## src/rtl/core_defs.sv

```systemverilog
// rtl/core_defs.sv - shared widths, ALU opcode encodings and forwarding helper for the 8-bit core
package core_defs;

  localparam int DW = 8;
  localparam int AW = 12;
  localparam int RW = 3;

  typedef enum logic [2:0] {
    ALU_ADD  = 3'd0,
    ALU_ADDC = 3'd1,
    ALU_SUB  = 3'd2,
    ALU_SUBC = 3'd3,
    ALU_AND  = 3'd4,
    ALU_OR   = 3'd5,
    ALU_XOR  = 3'd6,
    ALU_PASS = 3'd7
  } alu_fn_e;

  // aluOp[3] swaps operand B for the immediate; IMM|PASS is the MOVI opcode
  localparam int         ALU_IMM_BIT = 3;
  localparam logic [3:0] ALU_MOVI    = 4'hF;

  function automatic logic [DW-1:0] fwd_pick(
    input logic [RW-1:0] idx,
    input logic          mem_wr,
    input logic [RW-1:0] mem_rd,
    input logic [DW-1:0] mem_data,
    input logic          wb_wr,
    input logic [RW-1:0] wb_rd,
    input logic [DW-1:0] wb_data,
    input logic [DW-1:0] reg_data
  );
    logic [DW-1:0] val;
    val = reg_data;
    if (idx != '0) begin
      if (mem_wr && (mem_rd == idx)) begin
        val = mem_data;
      end else if (wb_wr && (wb_rd == idx)) begin
        val = wb_data;
      end
    end
    return val;
  endfunction

endpackage

```

## src/rtl/exe_stage_if.sv

```systemverilog
// rtl/exe_stage_if.sv - ID/EXE inputs, forwarding sources and EXE/MEM outputs of the execute stage
interface exe_stage_if;
  import core_defs::*;

  logic          regWr_IN;
  logic          memRd_IN;
  logic          memWr_IN;
  logic          cWr_IN;
  logic          zWr_IN;
  logic [3:0]    aluOp_IN;
  logic [RW-1:0] rd_IN;
  logic [RW-1:0] rs_IN;
  logic [RW-1:0] rt_IN;
  logic [DW-1:0] immConst_IN;
  logic [DW-1:0] regData1_IN;
  logic [DW-1:0] regData2_IN;
  logic [DW-1:0] brDisp_IN;
  logic [AW-1:0] pcPlus1_IN;

  logic          fwdMemRegWr_IN;
  logic          fwdWbRegWr_IN;
  logic [RW-1:0] fwdMemRd_IN;
  logic [RW-1:0] fwdWbRd_IN;
  logic [DW-1:0] fwdMemData_IN;
  logic [DW-1:0] fwdWbData_IN;

  logic          regWr_OUT;
  logic          memRd_OUT;
  logic          memWr_OUT;
  logic [RW-1:0] rd_OUT;
  logic [DW-1:0] aluRes_OUT;
  logic [DW-1:0] storeData_OUT;
  logic [AW-1:0] brTarget_OUT;
  logic          cFlag_OUT;
  logic          zFlag_OUT;

  modport master (
    output regWr_IN, memRd_IN, memWr_IN, cWr_IN, zWr_IN, aluOp_IN,
    output rd_IN, rs_IN, rt_IN, immConst_IN, regData1_IN, regData2_IN,
    output brDisp_IN, pcPlus1_IN,
    output fwdMemRegWr_IN, fwdWbRegWr_IN, fwdMemRd_IN, fwdWbRd_IN,
    output fwdMemData_IN, fwdWbData_IN,
    input  regWr_OUT, memRd_OUT, memWr_OUT, rd_OUT, aluRes_OUT,
    input  storeData_OUT, brTarget_OUT, cFlag_OUT, zFlag_OUT
  );

  modport slave (
    input  regWr_IN, memRd_IN, memWr_IN, cWr_IN, zWr_IN, aluOp_IN,
    input  rd_IN, rs_IN, rt_IN, immConst_IN, regData1_IN, regData2_IN,
    input  brDisp_IN, pcPlus1_IN,
    input  fwdMemRegWr_IN, fwdWbRegWr_IN, fwdMemRd_IN, fwdWbRd_IN,
    input  fwdMemData_IN, fwdWbData_IN,
    output regWr_OUT, memRd_OUT, memWr_OUT, rd_OUT, aluRes_OUT,
    output storeData_OUT, brTarget_OUT, cFlag_OUT, zFlag_OUT
  );

endinterface

```

## src/rtl/alu8.sv

```systemverilog
// rtl/alu8.sv - combinational 8-bit ALU; carry is bit 8 of a 9-bit sum
module alu8
  import core_defs::*;
(
  input  logic [DW-1:0] a,
  input  logic [DW-1:0] b,
  input  logic          cin,
  input  alu_fn_e       op,
  output logic [DW-1:0] res,
  output logic          cout,
  output logic          zero
);

  logic [DW:0] sum;

  // SUBC uses cin as "no borrow", so A+~B+cin gives carry=1 when no borrow occurs
  always_comb begin
    sum = '0;
    case (op)
      ALU_ADD:  sum = {1'b0, a} + {1'b0, b};
      ALU_ADDC: sum = {1'b0, a} + {1'b0, b} + {{DW{1'b0}}, cin};
      ALU_SUB:  sum = {1'b0, a} + {1'b0, ~b} + (DW+1)'(1);
      ALU_SUBC: sum = {1'b0, a} + {1'b0, ~b} + {{DW{1'b0}}, cin};
      ALU_AND:  sum = {1'b0, a & b};
      ALU_OR:   sum = {1'b0, a | b};
      ALU_XOR:  sum = {1'b0, a ^ b};
      ALU_PASS: sum = {1'b0, b};
      default:  sum = '0;
    endcase
  end

  assign res  = sum[DW-1:0];
  assign cout = sum[DW];
  assign zero = (sum[DW-1:0] == '0);

endmodule

```

## src/rtl/exe_stage.sv

```systemverilog
// rtl/exe_stage.sv - execute stage: operand forwarding, ALU, C/Z flags and the EXE/MEM register
module exe_stage
  import core_defs::*;
(
  input  logic         clk,
  input  logic         rst,
  input  logic         stall,
  input  logic         flush,
  exe_stage_if.slave   bus
);

  logic [DW-1:0] op_a;
  logic [DW-1:0] op_b_fwd;
  logic [DW-1:0] op_b;
  logic [DW-1:0] alu_res;
  logic          alu_cout;
  logic          alu_zero;
  logic [AW-1:0] br_disp_ext;

  logic          regWr_q, regWr_d;
  logic          memRd_q, memRd_d;
  logic          memWr_q, memWr_d;
  logic [RW-1:0] rd_q, rd_d;
  logic [DW-1:0] aluRes_q, aluRes_d;
  logic [DW-1:0] storeData_q, storeData_d;
  logic [AW-1:0] brTarget_q, brTarget_d;
  logic          cFlag_q, cFlag_d;
  logic          zFlag_q, zFlag_d;

  assign op_a = fwd_pick(bus.rs_IN, bus.fwdMemRegWr_IN, bus.fwdMemRd_IN, bus.fwdMemData_IN,
                         bus.fwdWbRegWr_IN, bus.fwdWbRd_IN, bus.fwdWbData_IN, bus.regData1_IN);
  assign op_b_fwd = fwd_pick(bus.rt_IN, bus.fwdMemRegWr_IN, bus.fwdMemRd_IN, bus.fwdMemData_IN,
                             bus.fwdWbRegWr_IN, bus.fwdWbRd_IN, bus.fwdWbData_IN, bus.regData2_IN);
  assign op_b = bus.aluOp_IN[ALU_IMM_BIT] ? bus.immConst_IN : op_b_fwd;
  assign br_disp_ext = {{(AW-DW){bus.brDisp_IN[DW-1]}}, bus.brDisp_IN};

  alu8 u_alu (
    .a    (op_a),
    .b    (op_b),
    .cin  (cFlag_q),
    .op   (alu_fn_e'(bus.aluOp_IN[2:0])),
    .res  (alu_res),
    .cout (alu_cout),
    .zero (alu_zero)
  );

  // A flushed instruction still flows through but loses its side effects: no writes, no flag update
  always_comb begin
    regWr_d     = regWr_q;
    memRd_d     = memRd_q;
    memWr_d     = memWr_q;
    rd_d        = rd_q;
    aluRes_d    = aluRes_q;
    storeData_d = storeData_q;
    brTarget_d  = brTarget_q;
    cFlag_d     = cFlag_q;
    zFlag_d     = zFlag_q;
    if (!stall) begin
      regWr_d     = bus.regWr_IN && !flush;
      memRd_d     = bus.memRd_IN && !flush;
      memWr_d     = bus.memWr_IN && !flush;
      rd_d        = bus.rd_IN;
      aluRes_d    = alu_res;
      storeData_d = op_b_fwd;
      brTarget_d  = bus.pcPlus1_IN + br_disp_ext;
      if (!flush) begin
        if (bus.cWr_IN) cFlag_d = alu_cout;
        if (bus.zWr_IN) zFlag_d = alu_zero;
      end
    end
  end

  always_ff @(posedge clk) begin
    if (rst) begin
      regWr_q     <= 1'b0;
      memRd_q     <= 1'b0;
      memWr_q     <= 1'b0;
      rd_q        <= '0;
      aluRes_q    <= '0;
      storeData_q <= '0;
      brTarget_q  <= '0;
      cFlag_q     <= 1'b0;
      zFlag_q     <= 1'b0;
    end else begin
      regWr_q     <= regWr_d;
      memRd_q     <= memRd_d;
      memWr_q     <= memWr_d;
      rd_q        <= rd_d;
      aluRes_q    <= aluRes_d;
      storeData_q <= storeData_d;
      brTarget_q  <= brTarget_d;
      cFlag_q     <= cFlag_d;
      zFlag_q     <= zFlag_d;
    end
  end

  assign bus.regWr_OUT     = regWr_q;
  assign bus.memRd_OUT     = memRd_q;
  assign bus.memWr_OUT     = memWr_q;
  assign bus.rd_OUT        = rd_q;
  assign bus.aluRes_OUT    = aluRes_q;
  assign bus.storeData_OUT = storeData_q;
  assign bus.brTarget_OUT  = brTarget_q;
  assign bus.cFlag_OUT     = cFlag_q;
  assign bus.zFlag_OUT     = zFlag_q;

endmodule

```

## src/flat_wrapper.sv

```systemverilog
// flat-port wrapper written by rule: the top's interface ports become plain ports
module exe_stage_flat import core_defs::*;
  (clk, rst, stall, flush, bus_regWr_IN, bus_memRd_IN, bus_memWr_IN, bus_cWr_IN, bus_zWr_IN, bus_aluOp_IN, bus_rd_IN, bus_rs_IN, bus_rt_IN, bus_immConst_IN, bus_regData1_IN, bus_regData2_IN, bus_brDisp_IN, bus_pcPlus1_IN, bus_fwdMemRegWr_IN, bus_fwdWbRegWr_IN, bus_fwdMemRd_IN, bus_fwdWbRd_IN, bus_fwdMemData_IN, bus_fwdWbData_IN, bus_regWr_OUT, bus_memRd_OUT, bus_memWr_OUT, bus_rd_OUT, bus_aluRes_OUT, bus_storeData_OUT, bus_brTarget_OUT, bus_cFlag_OUT, bus_zFlag_OUT);
  exe_stage_if bus_i ();
  input  logic clk;
  input  logic rst;
  input  logic stall;
  input  logic flush;
  input wire logic [$bits(bus_i.regWr_IN)-1:0] bus_regWr_IN;
  input wire logic [$bits(bus_i.memRd_IN)-1:0] bus_memRd_IN;
  input wire logic [$bits(bus_i.memWr_IN)-1:0] bus_memWr_IN;
  input wire logic [$bits(bus_i.cWr_IN)-1:0] bus_cWr_IN;
  input wire logic [$bits(bus_i.zWr_IN)-1:0] bus_zWr_IN;
  input wire logic [$bits(bus_i.aluOp_IN)-1:0] bus_aluOp_IN;
  input wire logic [$bits(bus_i.rd_IN)-1:0] bus_rd_IN;
  input wire logic [$bits(bus_i.rs_IN)-1:0] bus_rs_IN;
  input wire logic [$bits(bus_i.rt_IN)-1:0] bus_rt_IN;
  input wire logic [$bits(bus_i.immConst_IN)-1:0] bus_immConst_IN;
  input wire logic [$bits(bus_i.regData1_IN)-1:0] bus_regData1_IN;
  input wire logic [$bits(bus_i.regData2_IN)-1:0] bus_regData2_IN;
  input wire logic [$bits(bus_i.brDisp_IN)-1:0] bus_brDisp_IN;
  input wire logic [$bits(bus_i.pcPlus1_IN)-1:0] bus_pcPlus1_IN;
  input wire logic [$bits(bus_i.fwdMemRegWr_IN)-1:0] bus_fwdMemRegWr_IN;
  input wire logic [$bits(bus_i.fwdWbRegWr_IN)-1:0] bus_fwdWbRegWr_IN;
  input wire logic [$bits(bus_i.fwdMemRd_IN)-1:0] bus_fwdMemRd_IN;
  input wire logic [$bits(bus_i.fwdWbRd_IN)-1:0] bus_fwdWbRd_IN;
  input wire logic [$bits(bus_i.fwdMemData_IN)-1:0] bus_fwdMemData_IN;
  input wire logic [$bits(bus_i.fwdWbData_IN)-1:0] bus_fwdWbData_IN;
  output wire logic [$bits(bus_i.regWr_OUT)-1:0] bus_regWr_OUT;
  output wire logic [$bits(bus_i.memRd_OUT)-1:0] bus_memRd_OUT;
  output wire logic [$bits(bus_i.memWr_OUT)-1:0] bus_memWr_OUT;
  output wire logic [$bits(bus_i.rd_OUT)-1:0] bus_rd_OUT;
  output wire logic [$bits(bus_i.aluRes_OUT)-1:0] bus_aluRes_OUT;
  output wire logic [$bits(bus_i.storeData_OUT)-1:0] bus_storeData_OUT;
  output wire logic [$bits(bus_i.brTarget_OUT)-1:0] bus_brTarget_OUT;
  output wire logic [$bits(bus_i.cFlag_OUT)-1:0] bus_cFlag_OUT;
  output wire logic [$bits(bus_i.zFlag_OUT)-1:0] bus_zFlag_OUT;
  assign bus_i.regWr_IN = bus_regWr_IN;
  assign bus_i.memRd_IN = bus_memRd_IN;
  assign bus_i.memWr_IN = bus_memWr_IN;
  assign bus_i.cWr_IN = bus_cWr_IN;
  assign bus_i.zWr_IN = bus_zWr_IN;
  assign bus_i.aluOp_IN = bus_aluOp_IN;
  assign bus_i.rd_IN = bus_rd_IN;
  assign bus_i.rs_IN = bus_rs_IN;
  assign bus_i.rt_IN = bus_rt_IN;
  assign bus_i.immConst_IN = bus_immConst_IN;
  assign bus_i.regData1_IN = bus_regData1_IN;
  assign bus_i.regData2_IN = bus_regData2_IN;
  assign bus_i.brDisp_IN = bus_brDisp_IN;
  assign bus_i.pcPlus1_IN = bus_pcPlus1_IN;
  assign bus_i.fwdMemRegWr_IN = bus_fwdMemRegWr_IN;
  assign bus_i.fwdWbRegWr_IN = bus_fwdWbRegWr_IN;
  assign bus_i.fwdMemRd_IN = bus_fwdMemRd_IN;
  assign bus_i.fwdWbRd_IN = bus_fwdWbRd_IN;
  assign bus_i.fwdMemData_IN = bus_fwdMemData_IN;
  assign bus_i.fwdWbData_IN = bus_fwdWbData_IN;
  assign bus_regWr_OUT = bus_i.regWr_OUT;
  assign bus_memRd_OUT = bus_i.memRd_OUT;
  assign bus_memWr_OUT = bus_i.memWr_OUT;
  assign bus_rd_OUT = bus_i.rd_OUT;
  assign bus_aluRes_OUT = bus_i.aluRes_OUT;
  assign bus_storeData_OUT = bus_i.storeData_OUT;
  assign bus_brTarget_OUT = bus_i.brTarget_OUT;
  assign bus_cFlag_OUT = bus_i.cFlag_OUT;
  assign bus_zFlag_OUT = bus_i.zFlag_OUT;
  exe_stage u_core (.clk(clk), .rst(rst), .stall(stall), .flush(flush), .bus(bus_i));
endmodule
```

## config.mk

```make
export PLATFORM = sky130hd
export DESIGN_NAME = exe_stage_flat
export DESIGN_NICKNAME = d
export VERILOG_FILES = /design/src/rtl/core_defs.sv /design/src/rtl/exe_stage_if.sv /design/src/rtl/alu8.sv /design/src/rtl/exe_stage.sv /design/src/flat_wrapper.sv
export SDC_FILE = /design/constraint.sdc
export NUM_CORES = 1
export LEC_CHECK = 0
export CAP_MARGIN = 20
export CELL_PAD_IN_SITES_DETAIL_PLACEMENT = 2
export CELL_PAD_IN_SITES_GLOBAL_PLACEMENT = 2
export CORE_ASPECT_RATIO = 1.75
export CORE_MARGIN = 1
export CORE_UTILIZATION = 24
export CTS_CLUSTER_DIAMETER = 50
export DETAILED_ROUTE_END_ITERATION = 16
export MAX_ROUTING_LAYER = met4
export PLACE_DENSITY_LB_ADDON = 0.1
export REMOVE_ABC_BUFFERS = 1
export SLEW_MARGIN = 20
export SYNTH_ARGS = -nofsm -noshare
export SYNTH_HDL_FRONTEND = slang
export SYNTH_SLANG_ARGS = --single-unit
```

## constraint.sdc

```tcl
create_clock -name clk -period 4.8 [get_ports clk]
set_input_delay 0.96 -clock clk [delete_from_list [all_inputs] [get_ports clk]]
set_output_delay 0.96 -clock clk [all_outputs]
set_load 0.01 [all_outputs]
```

# Yosys cells after proc, flatten, opt, wreduce, memory -nomap -nowiden
# Cells that the tools add are included.
# totals
reg_bits	36
in_bits	90
wordCells	54
# op_classes
add_sub_neg	6
n_eq_ne	11
mux	8
n_bitwise	6
reduce_logical	14
# ops
op	n
$pmux 9 s8	1
$mux 8	7
$add 8x8->9	2
$add 9x1->9	2
$add 12x12->12	1
$eq 3x3->1	4
$eq 3x3->1 const B	4
$add 9x1->9 const B	1
$and 8x8->8	1
$logic_not 8->1	1
$not 8->8	1
$or 8x8->8	1
$xor 8x8->8	1
$logic_and 1x1->1	7
$eq 3x2->1 const B	2
$reduce_and 3->1	2
$reduce_bool 3->1	2
$eq 3x1->1 const B	1
$logic_not 3->1	1
$not 1->1	2
$logic_not 1->1	1

# Depth between registers and ports, before layout
# logic_depth
depth_word	11
depth_mapped	20

# Modules after synthesis
# Synthesis repeated with hierarchy kept, for this count alone.
# hier_totals
cells_unflattened	582
hier_area_um2	4672.0
# by_module_without_submodules
module	n_inst	cells_each	area_per_inst_um2	seq_area_each_um2
exe_stage	1	306	2542.4	720.7
alu8	1	276	2129.5	0.0

# Worst setup path after synthesis
# No wires, ideal clock.
# synth_path
path_kind	input-to-reg
start	input port bus_rt_IN[1]
end	register u_core.zFlag_q, in the netlist u_core.bus.zFlag_OUT
t_arrival_ns	4.778
setup_slack_ns	-0.062
stages	16
cell_sequence	xor2_2 -> nor4b_4 -> o21ai_4 -> nand2_1 -> o21ai_1 -> mux2i_1 -> ha_1 -> a211oi_1 -> nor2_1 -> or4b_1 -> o311a_1 -> nor4_1 -> mux2i_1 -> o31ai_1 -> o2111ai_1 -> o31ai_2
# synth_via
elab_chain_len	11
# synth_rtl
element	line	rtl
from (decl)	flat_wrapper.sv:17	input wire logic [$bits(bus_i.rt_IN)-1:0] bus_rt_IN;
$eq 3x3->1	core_defs.sv:38	end else if (wb_wr && (wb_rd == idx)) begin
$logic_and 1x1->1	core_defs.sv:38	
$mux 8	core_defs.sv:38	
$mux 8	core_defs.sv:36	if (mem_wr && (mem_rd == idx)) begin
$mux 8 *	core_defs.sv:35	if (idx != '0) begin
$mux 8 *	exe_stage.sv:34	assign op_b = bus.aluOp_IN[ALU_IMM_BIT] ? bus.immConst_IN : op_b_fwd;
$not 8->8	alu8.sv:22, alu8.sv:23	
$add 8x8->9	alu8.sv:22, alu8.sv:23	
$add 9x1->9 (on tied branches)	alu8.sv:23, alu8.sv:22	
$pmux 9 s8 *	alu8.sv:19	case (op)
$logic_not 8->1 *	alu8.sv:34	assign zero = (sum[DW-1:0] == '0);
to (signal assigned)	exe_stage.sv:93	zFlag_q <= zFlag_d;
to (decl)	exe_stage.sv:28	logic zFlag_q, zFlag_d;
# Mark *: on every way between the ends. The rest lies on a longest branch, timed or not.
# A chain may end at the register's enable or synchronous reset.

# Worst setup path after layout
# layout_path
start	input port bus_rt_IN[0]
end	register u_core.zFlag_q, in the netlist u_core.bus.zFlag_OUT
# Same word-level chain as after synthesis.

==> results.md <==
- The leading register cell type out of synthesis is sky130_fd_sc_hd__dfxtp_1.
- The number of antenna violations at the first check in global routing is 3.
- For this run, design rule violations remaining after detail routing come to 0.
- Across all hold checks on the routed design, the worst slack comes to 0.468 ns.
- The largest stage delay on the critical path is ~0.49 ns.
- Clock latency on the worst-skew pair, taken at its later pin, is 0.28 ns.
- The count of antenna-violating nets left after detailed routing is 0.
- The total number of clock tree sinks is 36.
- The maximum clock skew at final layout is 0.00661 ns.
- The switching portion of total power is 0.399.
- In the final design database the tool counted 982 nets.
- The area share of the largest cell type after synthesis is 0.167.
- The path type of the worst min-delay path is reg2reg.
- From synthesis to final layout, the design area changed by 81.1%.
- Sorting the synthesized cells by area gives the leading types as sky130_fd_sc_hd__dfxtp_1 (17%), sky130_fd_sc_hd__ha_1 (11%), sky130_fd_sc_hd__xnor2_1 (6.1%).
- In the global route stage, met2 resource usage came out at 0.514.
- Dividing the synthesized area by the synthesized cell count gives approximately 7.5 µm².
- After global routing the overflow that remains totals 0.
- The die covers between 15000 and 20000 µm².
- met2 is the most crowded layer.
- The wire length of the first global-routing pass is 35600 µm.
- The number of clock buffers inserted by TritonCTS is 5.
- The commonest cells after synthesis are sky130_fd_sc_hd__nor2_1 (58), sky130_fd_sc_hd__nand2_1 (45), sky130_fd_sc_hd__a21oi_1 (40), sky130_fd_sc_hd__ha_1 (38), sky130_fd_sc_hd__dfxtp_1 (36).
- The number of failing hold endpoints at the final stage is 0.
- The slowest cell on the critical path is sky130_fd_sc_hd__or4_4.
- For the finished layout, the period the worst path requires is 4.85 ns.
- The number of H-tree branching levels is 2.
- The count of boundary I/O pins is roughly 130.
- Entering global routing, the biggest net connects 37 pins.
- Headroom to the max-slew limit came out at 0.507.
- The effective utilization at floorplan is 0.247.
- The floorplan step set the die width to between 100 and 150 µm.
- Data on the critical path is required at its endpoint by 5.00 ns.
- The final routed wirelength across all metal layers is 24000 µm.
- Counting along the longest clock path gives a buffer depth of 2.
- The CTS root buffer is sky130_fd_sc_hd__clkbuf_16.
- Dividing total power by cell area gives a power density of 270 nW/µm².
- In this run, synthesis produced a sequential element count of 36.
- The type of element capturing the critical path is a flop.
- After layout, the worst setup slack is -0.0477 ns.
- In the routed layout, each cell is associated on average with a via count of 5.17.
- The total global routing track utilization is 0.263.
- The number of max-cap violations is 0.
- The clock tree from TritonCTS is built.
- The final reports fail on setup timing.
- By instance count, the leading cell after synthesis is sky130_fd_sc_hd__nor2_1.
- Of the total power, the clock network draws 0.176.
- The fmax is about 210 MHz.
- The clock-pin transition on the worst setup and hold timing paths is around 0.060 ns.
- The analysis attributes to cell leakage a power of 3.24 nW.
- The signal on the critical path passes through buf_6 > xor2_4 > nor4b_4 > buf_4 > o21ai_4 > a22oi_2 > nor2_2 > a21oi_2 > buf_4 > ha_4 > fa_2 > buf_6 > xor2_4 > buf_4 > nor2_4 > nor3_2 > a221oi_2 > a21oi_1 > a221o_1 > or3_1 > or4_4 > o31ai_2.
- The global routing usage on met3 is 0.0198.
- The element type at the critical path start is an input port.
- The number of DRC markers after the initial detailed-route iteration is 90.
- The weighted congestion at the end of routability-driven global placement is around 0.94.
- The number of global-route vias before repair is 6409.
- The cell area after synthesis is 4320 µm².
- Detailed placement finished with a half-perimeter wire length of 19000 µm.
- Input and output buffers added on the ports amount to between 100 and 150.
- VDD sags by at most 0.112 mV.
- The quantity of hold-fixing buffers added after cts is 0.
- The sequential share of power is 0.159.
- For this design the total switching power over the nets is ~0.84 mW.
- The first TritonRoute pass finished after 4 iterations.
- The most common cell type on the critical path is sky130_fd_sc_hd__buf_4.
- The number of instances in the synthesized netlist is 577.
- The share of the clock period used by the worst path is 1.01.
- After synthesis, the share of flip-flops with an asynchronous set or reset is 0.
- Setup violations remaining at the end of the flow were counted as 1.
- In the final layout, the share of cells above drive strength 1 is 0.349.
- The met1 track demand over resource is 0.230.
- The run finished, with violations left.
- The total chip power is 2.12 mW.
- The Yosys step of the flow raised 0 warnings.
- The number of distinct library cells after synthesis is 76.
- The number of cell rows is 64.
- For the pin with the worst max-slew slack, the measured transition is around 0.74 ns.
- The start-to-end type of the worst setup path is in2reg.
- Along the worst path, the maximum fanout reaches 4.
- The share of total power dissipated in combinational logic is 0.665.
- The via count is ~5600.
- The cell-internal power is 1.27 mW.
- The max-slew violation count is 0.
- At the placement stage, the worst setup path has a slack of -1.03 ns.
- The sequential element share of the synthesized area is 0.167.
- The number of enable-type register cells in the synthesized netlist is 0.
- The floorplan step set the die height to 180 µm.
- Setup repair after global routing could not meet its margin everywhere.
- The arrival time at the worst endpoint is 5.05 ns.
- The detailed-route wire length per cell is 22.1 µm.
- The core footprint is 17500 µm².
- The library cell with the largest summed area after synthesis is sky130_fd_sc_hd__dfxtp_1.
## repair_timing
item,CTS,global route
pin swaps,34,43
cloned,0,0
setup endpoints to repair,9,7
setup buffers,12,13
resized for setup,118,72
## worst paths after layout
kind / slack [ns] / start / end / cells after the start
worst max register to register: 2.42 / u_core.bus.cFlag_OUT / u_core.bus.zFlag_OUT / 9
worst min register to register: 0.47 / u_core.bus.aluRes_OUT[3] / u_core.bus.aluRes_OUT[3] / 2
worst min-delay path: 0.47 / u_core.bus.aluRes_OUT[3] / u_core.bus.aluRes_OUT[3] / 2
worst max-delay path: -0.05 / bus_rt_IN[0] / u_core.bus.zFlag_OUT / 22
## logic make-up (layout without fill, tap and decap cells)
logic type / Yosys count / in the layout / synth area share
fa+ha+maj: 41 / 41 / 0.124
flops: 36 / 36 / 0.167
simple gates: 207 / 207 / 0.242
buf+inv: 66 / 341 / 0.0593
mux: 19 / 19 / 0.0454
compound gates: 166 / 166 / 0.273
other cells: 0 / 3 / 0
xor+xnor: 42 / 42 / 0.0903
## critical path, delay by kind of cell
kind,cells,cell delay (ns)
and+or+nand+nor,6,1.17
AOI/OAI and AO/OA,7,1.17
buffers and inverters,5,0.74
adders and majority gates,2,0.56
xor gates and xnor gates,2,0.44
## flip-flops by register name (all words and copies together) (netlist names)
name / count
u_core.bus.memWr_OUT: 1
u_core.bus.zFlag_OUT: 1
u_core.bus.storeData_OUT: 8
u_core.bus.regWr_OUT: 1
u_core.bus.rd_OUT: 3
u_core.bus.cFlag_OUT: 1
u_core.bus.memRd_OUT: 1
u_core.bus.brTarget_OUT: 12
u_core.bus.aluRes_OUT: 8
## final cells by class
class / instances / area [µm²]
antenna: 3 / 7.51
clock buffer: 6 / 129
clock inverter: 2 / 35.0
fill: 1914 / 9710
inverter: 37 / 139
multi-input combinational: 475 / 4000
sequential: 36 / 721
tap: 231 / 289
timing repair buffer: 296 / 2510
## placed cells by master, fill, tap and decap left out, types with 5 or more instances in the layout
cell type	instances
sky130_fd_sc_hd__mux2i_1	12
sky130_fd_sc_hd__nand3_1	11
sky130_fd_sc_hd__buf_2	5
sky130_fd_sc_hd__o22ai_1	5
sky130_fd_sc_hd__nor2_1	52
sky130_fd_sc_hd__inv_1	31
sky130_fd_sc_hd__a21oi_2	8
sky130_fd_sc_hd__or3_1	6
sky130_fd_sc_hd__nand2_1	44
sky130_fd_sc_hd__clkbuf_16	5
sky130_fd_sc_hd__nor3_1	20
sky130_fd_sc_hd__a211oi_1	8
sky130_fd_sc_hd__nand4_1	5
sky130_fd_sc_hd__ha_1	28
sky130_fd_sc_hd__o21ai_0	18
sky130_fd_sc_hd__ha_4	7
sky130_fd_sc_hd__o22a_1	12
sky130_fd_sc_hd__nand2b_1	15
sky130_fd_sc_hd__o31ai_1	5
sky130_fd_sc_hd__a22oi_1	8
sky130_fd_sc_hd__buf_6	6
sky130_fd_sc_hd__xor2_1	7
sky130_fd_sc_hd__dfxtp_1	36
sky130_fd_sc_hd__o21a_1	6
sky130_fd_sc_hd__buf_4	169
sky130_fd_sc_hd__xnor2_1	23
sky130_fd_sc_hd__xnor2_2	5
sky130_fd_sc_hd__clkdlybuf4s50_1	108
sky130_fd_sc_hd__a21oi_1	32
## per-layer routing
metal	wire, µm	share of wire
met1	7910	0.33
met2	13700	0.57
met3	638	0.027
met4	1760	0.073
met5	0	0
## through the flow
stage	TNS [ns]	util	cells	area [µm²]
after floorplan	-0.0679	-	548	4210
after global placement	-5.89	0.390	1050	6840
after detailed placement	-6.80	0.390	1050	6840
after CTS	0	0.428	1070	7500
after global routing	-0.255	0.446	1086	7830
final	-0.0477	0.446	1086	7830
## power by group through the flow
stage          registers, mW  logic, mW  clock network [mW]
6_report               0.337       1.41               0.372
3_5_place_dp           0.344       1.15                   0
2_1_floorplan          0.353      0.504                   0
5_1_grt                0.340       1.50               0.395
4_1_cts                0.338       1.31               0.386
3_3_place_gp           0.342       1.11                   0
Note: power is estimated with default switching activity, not from simulation.
==> edit: new RTL, same settings <==
Set the package constant `RW` to 6 (it was 3).
--- a/src/rtl/core_defs.sv
+++ b/src/rtl/core_defs.sv
@@ -3,7 +3,7 @@
 
   localparam int DW = 8;
   localparam int AW = 12;
-  localparam int RW = 3;
+  localparam int RW = 6;
 
   typedef enum logic [2:0] {
     ALU_ADD  = 3'd0,
Ports: changed (6 resized); port bits go from 126 to 144. The function was not compared with the original's and may differ.
==> edit against the unedited design <==
The run still ends with negative setup slack left; final area grew 11%; power shrank 11%; maximum frequency shrank 3.1%; worst setup slack lost 0.16 ns; sequential cell count grew 3; synthesized area grew 11%; wire length grew 16%; critical path depth is the same; hold slack lost 0.0080 ns.
==> edit: results (changes against the unedited design) <==
STA
  • Setup violations, final: 6 (+5)
  • Worst Setup Slack, final: -0.205 ns (-0.157 ns)
  • Max Clock Skew: 0.00405 ns (-0.00256 ns)
  • Hold slack final: 0.460 ns (-0.00795 ns)
  • Least-Margin Pin Slew: 0.526 ns (-0.210 ns)

Placed design
  • GPL Wtd Cong: 0.894 (-4.7%)
  • Post-DP HPWL: 20.7 mm (+8.7%)
  • Port Buf Inserts: 143 (+14%)
  • Area after DPL: 0.00760 mm^2 (+11%)

Pwr
  • P_leak: 3.69 nW (+14%)
  • VDD IR max: 0.242 mV (+120%)
  • NetSw: 0.000718 W (-15%)

Drt
  • Via-to-Cell Ratio: 5.32 (+2.9%)
  • DR WL/cell: 23.1 um (+4.5%)
  • Drt first pass iters: 5 (+1)
  • DRT iter0 DRCs: 183 (+100%)

Outcome
  • Outcome: complete, but fails checks
  • Violated checks: negative setup slack

Synth
  • Yosys Warn Count: 0 (unchanged)
  • Sequential area share after synthesis: 0.163 (-0.00370)
  • Post-synthesis async set-or-reset flop share: 0 (unchanged)
  • Yosys cell types: 84 (+11%)
  • Synth area leader: dfxtp_1
  • Most frequent cells after synthesis: 61 x nor2_1, 56 x nand2_1, 42 x o21ai_0
  • Top area cells in the synthesized netlist: dfxtp_1 16%, ha_1 9.9%, xnor2_1 5.3%, nor2_1 4.8%, nand2_1 4.4%

Layout
  • Max reg flops: 12 (unchanged)
  • Filler instances: 2225 (+16%)
  • Post-layout net count: 1102 (+12%)
  • Fraction of layout cells with a size suffix above 1: 0.370 (+0.0213)
  • Diodes inserted: 0 (-3)

Global routing
  • Pin count of the biggest net entering global routing: 38 (+2.7%)
  • Initial antenna violation count: 0 (-3)
  • First-pass GRT wire length: 40.3 mm (+13%)
  • Vias in the first global route: 7263 (+13%)
  • Global Route Usage Sum: 0.267 (+0.00436)

Critical path
  • CP arrival: 5.21 ns (+0.16 ns)
  • Crit-path max FO: 4 (unchanged)
  • Top delay family on crit path: compound AO/OA/AOI/OAI gates
  • FF-to-FF path depth: 10 (+1)
  • R2r setup slk: 2.37 ns (-0.05 ns)
  • Worst path slowest cell: or4_4
  • CP max stage delay: 0.54 ns (+0.05 ns)

Clocking
  • Clk root buf: clkbuf_16
  • Gates resized, CTS repair: 225 (+91%)
  • Worst skew pair latency: 0.29 ns
  • CTS Buffer Depth: 2 (unchanged)
  • CTS Buf Count: 5 (unchanged)
  • CTS clk-pin slew, worst paths: 0.06 ns (about the same)
  • Number of H-tree levels: 2 (unchanged)
  • Postcts setup bufs: 24 (+12)

Worst hold path
  • Hold path cells: 2 (unchanged)
  • HP Class: flip-flop to flip-flop
-- edit: cell types whose count changed in the layout (fill, tap and decap cells not counted), moves of 7 or more --
cell,change
buf_4,+13
buf_2,+12
o21ai_0,+12
nand2_1,+11
nor3_1,-11
buf_6,+10
nand2b_1,-9
nand3_1,+9
clkdlybuf4s50_1,+8
xnor2_2,+8
a211oi_1,-7
xor2_1,+7
-- edit: cell families after synthesis --
| group | synth area share |
|---|---|
| buf+inv | 0.0635 |
| mux | 0.0212 |
| simple gates | 0.236 |
| xor+xnor | 0.0943 |
| flops | 0.163 |
| compound gates | 0.311 |
| fa+ha+maj | 0.112 |
-- edit: path summary, 6_finish.rpt --
kind / end / start
setup / recovery: u_core.bus.zFlag_OUT$_SDFFE_PP0P_ / bus_fwdMemRd_IN[1]
hold / removal: u_core.bus.storeData_OUT[3]$_SDFFE_PP0N_ / u_core.bus.storeData_OUT[3]$_SDFFE_PP0N_
setup reg to reg: u_core.bus.aluRes_OUT[4]$_SDFFE_PP0N_ / u_core.bus.cFlag_OUT$_SDFFE_PP0P_
hold reg to reg: u_core.bus.storeData_OUT[3]$_SDFFE_PP0N_ / u_core.bus.storeData_OUT[3]$_SDFFE_PP0N_
-- edit: final cells by class --
type | count | area, um^2 | area share
inverters | 39 | 146 | 0.0168
well taps | 245 | 307 | 0.0352
clock buffers | 8 | 156 | 0.0180
repair buffers | 338 | 2870 | 0.330
flip-flops and latches | 39 | 781 | 0.0898
multi-input cells | 533 | 4440 | 0.511
-- edit: worst reg2reg max path: cells and delay by family (launching register included) --
| family | cells | cell delay (ns) |
|---|---|---|
| DFF | 1 | 0.37 |
| and+or+nand+nor | 3 | 0.69 |
| adders and majority gates | 2 | 0.47 |
| buffers and inverters | 1 | 0.14 |
| AOI/OAI and AO/OA | 4 | 0.69 |
-- edit: stage by stage --
step | cells | TNS, ns | power (W) | utilization | setup slack (ns)
floorplan | 611 | -1.79 | 0.000787 | - | -0.370
global placement | 1163 | -6.38 | 0.00129 | 0.387 | -0.981
detailed placement | 1163 | -7.73 | 0.00132 | 0.387 | -1.12
CTS | 1194 | -0.419 | 0.00183 | 0.430 | -0.123
global route | 1202 | -1.82 | 0.00199 | 0.443 | -0.422
finish | 1202 | -0.804 | 0.00189 | 0.443 | -0.205
-- edit: power groups by stage --
stage | sequential (W) | clock [W] | combinational [W]
after floorplan | 0.000379 | 0 | 0.000409
after global placement | 0.000368 | 0 | 0.000921
after detailed placement | 0.000370 | 0 | 0.000954
after CTS | 0.000363 | 0.000370 | 0.00110
after global routing | 0.000365 | 0.000377 | 0.00124
final | 0.000362 | 0.000355 | 0.00117
-- edit: layer usage --
layer	track usage	up-vias	wire [um]
met1	0.238	3145	9030
met3	0.0165	99	707
li1	-	2963	-
met4	0.151	0	1830
met5	-	-	0
met2	0.534	183	16200
